===== src/rtl/shift_exec_stage_pkg.sv =====
// Shared encodings for the shift execute stage.
// Holds op codes, buffer state encoding and datapath widths.
package shift_exec_stage_pkg;

    localparam int DATA_W = 32;
    localparam int AMT_W  = 5;

    typedef enum logic [1:0] {
        SHOP_SLL  = 2'b00,
        SHOP_SRL  = 2'b01,
        SHOP_SRA  = 2'b10,
        SHOP_ROTL = 2'b11
    } shop_e;

    typedef enum logic [1:0] {
        ST_EMPTY = 2'b00,
        ST_ONE   = 2'b01,
        ST_FULL  = 2'b10
    } state_e;

endpackage


===== src/rtl/sll.sv =====
// Logical left shift, zero-filled.
// Shared left-shift unit used by the execute stages.
module sll
    import shift_exec_stage_pkg::*;
(
    input  logic [DATA_W-1:0] data,
    input  logic [AMT_W-1:0]  amt,
    output logic [DATA_W-1:0] result
);

    assign result = data << amt;

endmodule


===== src/rtl/sra.sv =====
// Right shift with selectable fill bit.
// fill=0 gives a logical shift, fill=data[31] an arithmetic one.
module sra
    import shift_exec_stage_pkg::*;
(
    input  logic [DATA_W-1:0] data,
    input  logic [AMT_W-1:0]  amt,
    input  logic              fill,
    output logic [DATA_W-1:0] result
);

    logic signed [DATA_W:0] ext;
    logic signed [DATA_W:0] shifted;

    assign ext     = {fill, data};
    assign shifted = ext >>> amt;
    assign result  = shifted[DATA_W-1:0];

endmodule


===== src/rtl/shift_exec_stage.sv =====
// Shift execute stage with a two-entry skid buffer on the output.
// Define SHIFT_ROTATE_EN to make op 11 a rotate-left instead of sll.
module shift_exec_stage
    import shift_exec_stage_pkg::*;
#(
    parameter int TAG_W = 5
) (
    input  logic              clock,
    input  logic              reset,
    input  logic              flush,
    input  logic              in_valid,
    output logic              in_ready,
    input  logic [DATA_W-1:0] in_data,
    input  logic [AMT_W-1:0]  in_amt,
    input  logic [1:0]        in_op,
    input  logic [TAG_W-1:0]  in_tag,
    output logic              out_valid,
    input  logic              out_ready,
    output logic [DATA_W-1:0] out_data,
    output logic [TAG_W-1:0]  out_tag,
    output logic              out_zero,
    output logic [15:0]       op_count
);

    shop_e             op;
    logic [DATA_W-1:0] sll_res;
    logic [DATA_W-1:0] sr_res;
    logic [DATA_W-1:0] res;
    logic              fill;

    assign op   = shop_e'(in_op);
    assign fill = (op == SHOP_SRA) && in_data[DATA_W-1];

    sll u_sll (
        .data   (in_data),
        .amt    (in_amt),
        .result (sll_res)
    );

    sra u_sra (
        .data   (in_data),
        .amt    (in_amt),
        .fill   (fill),
        .result (sr_res)
    );

`ifdef SHIFT_ROTATE_EN
    // Right part of the rotate: shift by (32-amt) mod 32; amt 0 folds to data|data.
    logic [AMT_W-1:0]  rot_amt;
    logic [DATA_W-1:0] rot_hi;
    logic [DATA_W-1:0] rot_res;

    assign rot_amt = ~in_amt + 5'd1;

    sra u_rot (
        .data   (in_data),
        .amt    (rot_amt),
        .fill   (1'b0),
        .result (rot_hi)
    );

    assign rot_res = sll_res | rot_hi;
`endif

    always_comb begin
        res = sll_res;
        unique case (op)
            SHOP_SLL:  res = sll_res;
            SHOP_SRL:  res = sr_res;
            SHOP_SRA:  res = sr_res;
`ifdef SHIFT_ROTATE_EN
            SHOP_ROTL: res = rot_res;
`else
            SHOP_ROTL: res = sll_res;
`endif
            default:   res = sll_res;
        endcase
    end

    state_e state;
    state_e state_n;
    logic   accept;
    logic   drain;
    logic   load_main;
    logic   load_skid;
    logic   move_skid;

    assign accept    = in_valid && in_ready;
    assign out_valid = (state != ST_EMPTY);
    assign drain     = out_valid && out_ready;

    always_ff @(posedge clock or posedge reset) begin
        if (reset) begin
            state    <= ST_EMPTY;
            in_ready <= 1'b1;
        end else begin
            state    <= state_n;
            in_ready <= (state_n != ST_FULL);
        end
    end

    always_comb begin
        state_n   = state;
        load_main = 1'b0;
        load_skid = 1'b0;
        move_skid = 1'b0;
        if (flush) begin
            state_n = ST_EMPTY;
        end else begin
            unique case (state)
                ST_EMPTY: begin
                    if (accept) begin
                        state_n   = ST_ONE;
                        load_main = 1'b1;
                    end
                end
                ST_ONE: begin
                    if (accept && !drain) begin
                        state_n   = ST_FULL;
                        load_skid = 1'b1;
                    end else if (!accept && drain) begin
                        state_n = ST_EMPTY;
                    end else if (accept && drain) begin
                        load_main = 1'b1;
                    end
                end
                ST_FULL: begin
                    if (drain) begin
                        state_n   = ST_ONE;
                        move_skid = 1'b1;
                    end
                end
                default: state_n = ST_EMPTY;
            endcase
        end
    end

    logic [DATA_W-1:0] skid_data;
    logic [TAG_W-1:0]  skid_tag;
    logic              skid_zero;

    always_ff @(posedge clock or posedge reset) begin
        if (reset) begin
            out_data  <= '0;
            out_tag   <= '0;
            out_zero  <= 1'b1;
            skid_data <= '0;
            skid_tag  <= '0;
            skid_zero <= 1'b1;
        end else begin
            if (load_main) begin
                out_data <= res;
                out_tag  <= in_tag;
                out_zero <= (res == '0);
            end else if (move_skid) begin
                out_data <= skid_data;
                out_tag  <= skid_tag;
                out_zero <= skid_zero;
            end
            if (load_skid) begin
                skid_data <= res;
                skid_tag  <= in_tag;
                skid_zero <= (res == '0);
            end
        end
    end

    always_ff @(posedge clock or posedge reset) begin
        if (reset) begin
            op_count <= '0;
        end else if (accept && !flush) begin
            op_count <= op_count + 16'd1;
        end
    end

endmodule

===== config.mk =====
export PLATFORM = sky130hd
export DESIGN_NAME = shift_exec_stage
export DESIGN_NICKNAME = d
export VERILOG_FILES = /design/src/rtl/shift_exec_stage_pkg.sv /design/src/rtl/sll.sv /design/src/rtl/sra.sv /design/src/rtl/shift_exec_stage.sv
export SDC_FILE = /design/constraint.sdc
export NUM_CORES = 1
export LEC_CHECK = 0
export ABC_CLOCK_PERIOD_IN_PS = 2920
export CORE_UTILIZATION = 45
export CTS_CLUSTER_SIZE = 16
export DETAILED_ROUTE_END_ITERATION = 8
export DONT_BUFFER_PORTS = 1
export PLACE_DENSITY = 0.72
export SYNTH_ARGS = -nofsm -noshare
export SYNTH_HDL_FRONTEND = slang
export SYNTH_SLANG_ARGS = --single-unit

===== constraint.sdc =====
create_clock -name clock -period 2.92 [get_ports clock]
set_clock_uncertainty 0.1 [all_clocks]
set_input_delay 0.146 -clock clock [delete_from_list [all_inputs] [get_ports clock]]
set_output_delay 0.146 -clock clock [all_outputs]
set_load 0.02 [all_outputs]

==> results_dict.tcl <==
set metrics [dict create \
    place_area_um2 9813 \
    chipWidth_um 144.3 \
    pwr-share-seq_pct 42.5 \
    rsz0062_at_grt "false" \
    final_cell_mix "105 x buf_4, 99 x nand2_1, 92 x dfrtp_1" \
    fin_util_pct 51.90 \
    maxSlewHeadroom_pct 28.10 \
    crit_arrival_ns 3.00 \
    startpoint_type "primary input" \
    p_leak_nw 4.134 \
    vias 8674 \
    fillers 1811 \
    final_area_um2 10200 \
    vdd_drop_max_mv 0.3158 \
    cap_violations 0 \
    finalWeightedCongestion 1.041 \
    cts_htree_levels 3 \
    critical_path_peak_fanout 88 \
    crit_slowest_cell "a2111oi_0" \
    cpPeakStageDelay_ns 0.65 \
    yosysSeqAreaShare_pct 26.13 \
    netlist_area_um2 9112 \
    synth_ff_type "dfrtp_1" \
    grt_pass1_vias 8081 \
    cts_root_buf "clkbuf_16" \
    min_path_type "primary input to flop" \
    antenna_cells 0 \
    synth_cell_types 79 \
    drt-wirelength-per-cell_um 25.55 \
    ys_ff_latch 95 \
    grt_pass1_wl_um 48660 \
    first_iter_violations 1058 \
    antenna_found_initial 0 \
    cts_tree "built" \
    hpwl_um 24120 \
    start_util_pct 46.36 \
    path_cells "clkinv_1, buf_12, mux4_2, nor2_1, a2111oi_0, buf_4, nand4_1, or4_4, o31ai_2" \
    worstSkewPairLatency_ns 0.34 \
    tightest_slew_ns 1.078 \
    finalHoldViolations 0 \
    cp_data_required_time_ns 3.07 \
    outcome "finished clean" \
    numPortBuffers 0 \
    switching_power_mw 1.760 \
    clock_power_share_pct 23.8 \
    p_comb_share_pct 33.8 \
    ios 105 \
    dieArea_um2 20820 \
    swShare_pct 36.85 \
    drc 0 \
    ant_nets 0 \
    worst-path-buf-inv 3 \
    final_common_cell "buf_4" \
    drive_gt1_share_pct 28.93 \
    cp-end-kind "flop" \
    first_pass_iters 6 \
    synth_nets 1029 \
    grt_util_all_layers_pct 31.29 \
    slew_viol_final 0 \
    syn_inst 978 \
    areaGrowthSynthToFinish_pct 11.93 \
    cts_buffer_depth 2 \
    setup_viol 0 \
    grt_max_degree 130 \
    min_period_ns 2.847 \
    rows 51 \
    internal-power_mw 3.015 \
    grt_overflow_total 0 \
    worst-setup-path-type "primary input to flop" \
    yosysWarnings 0 \
    synth_async_sr_flop_share_pct 100.0 \
    fmax_ghz 0.3513 \
    core_area_um2 19650 \
    wl_um 32470 \
    syn-mean-instance-area_um2 9.317 \
    timing.final.crit_share_pct 97.49 \
    die_h_um 144.3 \
    clk_pin_slew_ns 0.06 \
    pwr_density_cell_nw_per_um2 468.1 \
    nets 1052 \
    holdWs_ns 0.06210 \
    clock_sinks 95 \
    avgViaCountPerCell 6.825 \
    cp_top_family "compound AO/OA/AOI/OAI gates" \
    synth-edff-count 0 \
    cts_made_buffers 9 \
]
[tightest hold or removal path, stage by stage]
cell     delay [ns]
o21a_1         0.11
a21oi_1        0.07
nand3_1        0.09
o31ai_2        0.06
[cells in the mapped netlist (9+ instances only)]
| cell type | number | area [µm²] |
|---|---|---|
| a21oi_1 | 41 | 205.2 |
| inv_1 | 12 | 45.04 |
| dfrtp_1 | 92 | 2302 |
| nand3_1 | 12 | 60.06 |
| buf_2 | 21 | 105.1 |
| o211ai_1 | 14 | 105.1 |
| a211o_1 | 10 | 87.58 |
| xnor2_1 | 13 | 113.9 |
| o21ai_0 | 62 | 310.3 |
| nor3_1 | 11 | 55.05 |
| nand2b_1 | 11 | 68.82 |
| nand2_1 | 100 | 375.4 |
| or2_2 | 12 | 75.07 |
| nor2b_1 | 9 | 56.30 |
| mux4_2 | 55 | 1239 |
| a211oi_1 | 12 | 90.09 |
| o22ai_1 | 24 | 150.1 |
| mux2_2 | 80 | 900.9 |
| mux2i_1 | 66 | 660.6 |
| nor2_1 | 75 | 281.5 |
| clkbuf_1 | 66 | 247.7 |
[metal layers]
layer / GRT usage, % / vias up / share of wire (%)
met5: 0 / - / 0
met4: 15.40 / 0 / 4.9
met3: 7.848 / 104 / 11
met2: 48.25 / 556 / 45
met1: 40.72 / 4232 / 39
li1: - / 3782 / -
[final timing paths]
| check | slack [ns] | depth (start not counted) | startpoint | end |
|---|---|---|---|---|
| worst max-delay path | 0.07 | 9 | in_amt[2] | skid_zero |
| worst min-delay path | 0.06 | 4 | in_amt[4] | skid_zero |
| worst max register to register | 0.68 | 5 | state[0] | out_tag[2] |
| worst min register to register | 0.38 | 2 | skid_data[31] | skid_data[31] |
| max in group asynchronous | 1.68 | 3 | reset | out_tag[2] |
| min in group asynchronous | 0.26 | 2 | reset | op_count[12] |
[cell families (layout without fill, tap and decap cells)]
group	after synthesis	after routing	synth area share [%]
AO/OA/AOI/OAI	265	265	20.07
flip-flops	95	95	26.13
AND/OR/NAND/NOR	277	277	14.46
XOR/XNOR	16	16	1.538
adder cells (fa/ha/maj)	2	2	0.2746
buffers and inverters	118	146	5.890
multiplexers	205	205	31.64
[power by group through the flow]
| stage | combinational [mW] | sequential, mW | clock [mW] |
|---|---|---|---|
| finish | 1.61 | 2.03 | 1.14 |
| global route | 1.73 | 2.07 | 1.20 |
| CTS | 1.58 | 2.03 | 1.16 |
| detailed placement | 1.56 | 2.05 | 0 |
| global placement | 1.54 | 2.03 | 0 |
| floorplan | 1.15 | 1.97 | 0 |
[repair_timing]
action / in CTS / in global routing
hold buffers: 9 / 0
setup buffers: 0 / 0
hold endpoints to repair: 62 / 0
gates resized for setup: 0 / 0
[sequential cells by signal, summed over array words and instances, names as in the netlist]
signal and count:
skid_tag 5, out_zero 1, out_data 32, in_ready 1
out_tag 5, skid_zero 1, skid_data 32, state 2
op_count 16
[per-stage QoR]
stage          total power, mW  instances  setup TNS, ns  worst slack (ns)
2_1_floorplan            3.117        978              0         0.0005147
3_3_place_gp             3.569       1246        -0.4288           -0.1547
3_5_place_dp             3.610       1246        -0.9243           -0.1770
4_1_cts                  4.763       1271              0            0.1702
5_1_grt                  4.995       1271              0           0.02020
6_report                 4.775       1271              0           0.07319
[cell type report]
class | instances | area [µm²] | area share [%]
clock buffer | 9 | 225.2 | 2.208
clock inverter | 7 | 66.31 | 0.6501
inverter | 13 | 51.30 | 0.5029
multi-input combinational | 765 | 6206 | 60.84
sequential | 95 | 2381 | 23.34
tap | 265 | 331.6 | 3.251
timing repair buffer | 117 | 938.4 | 9.200
(Power assumes the default switching activity.)
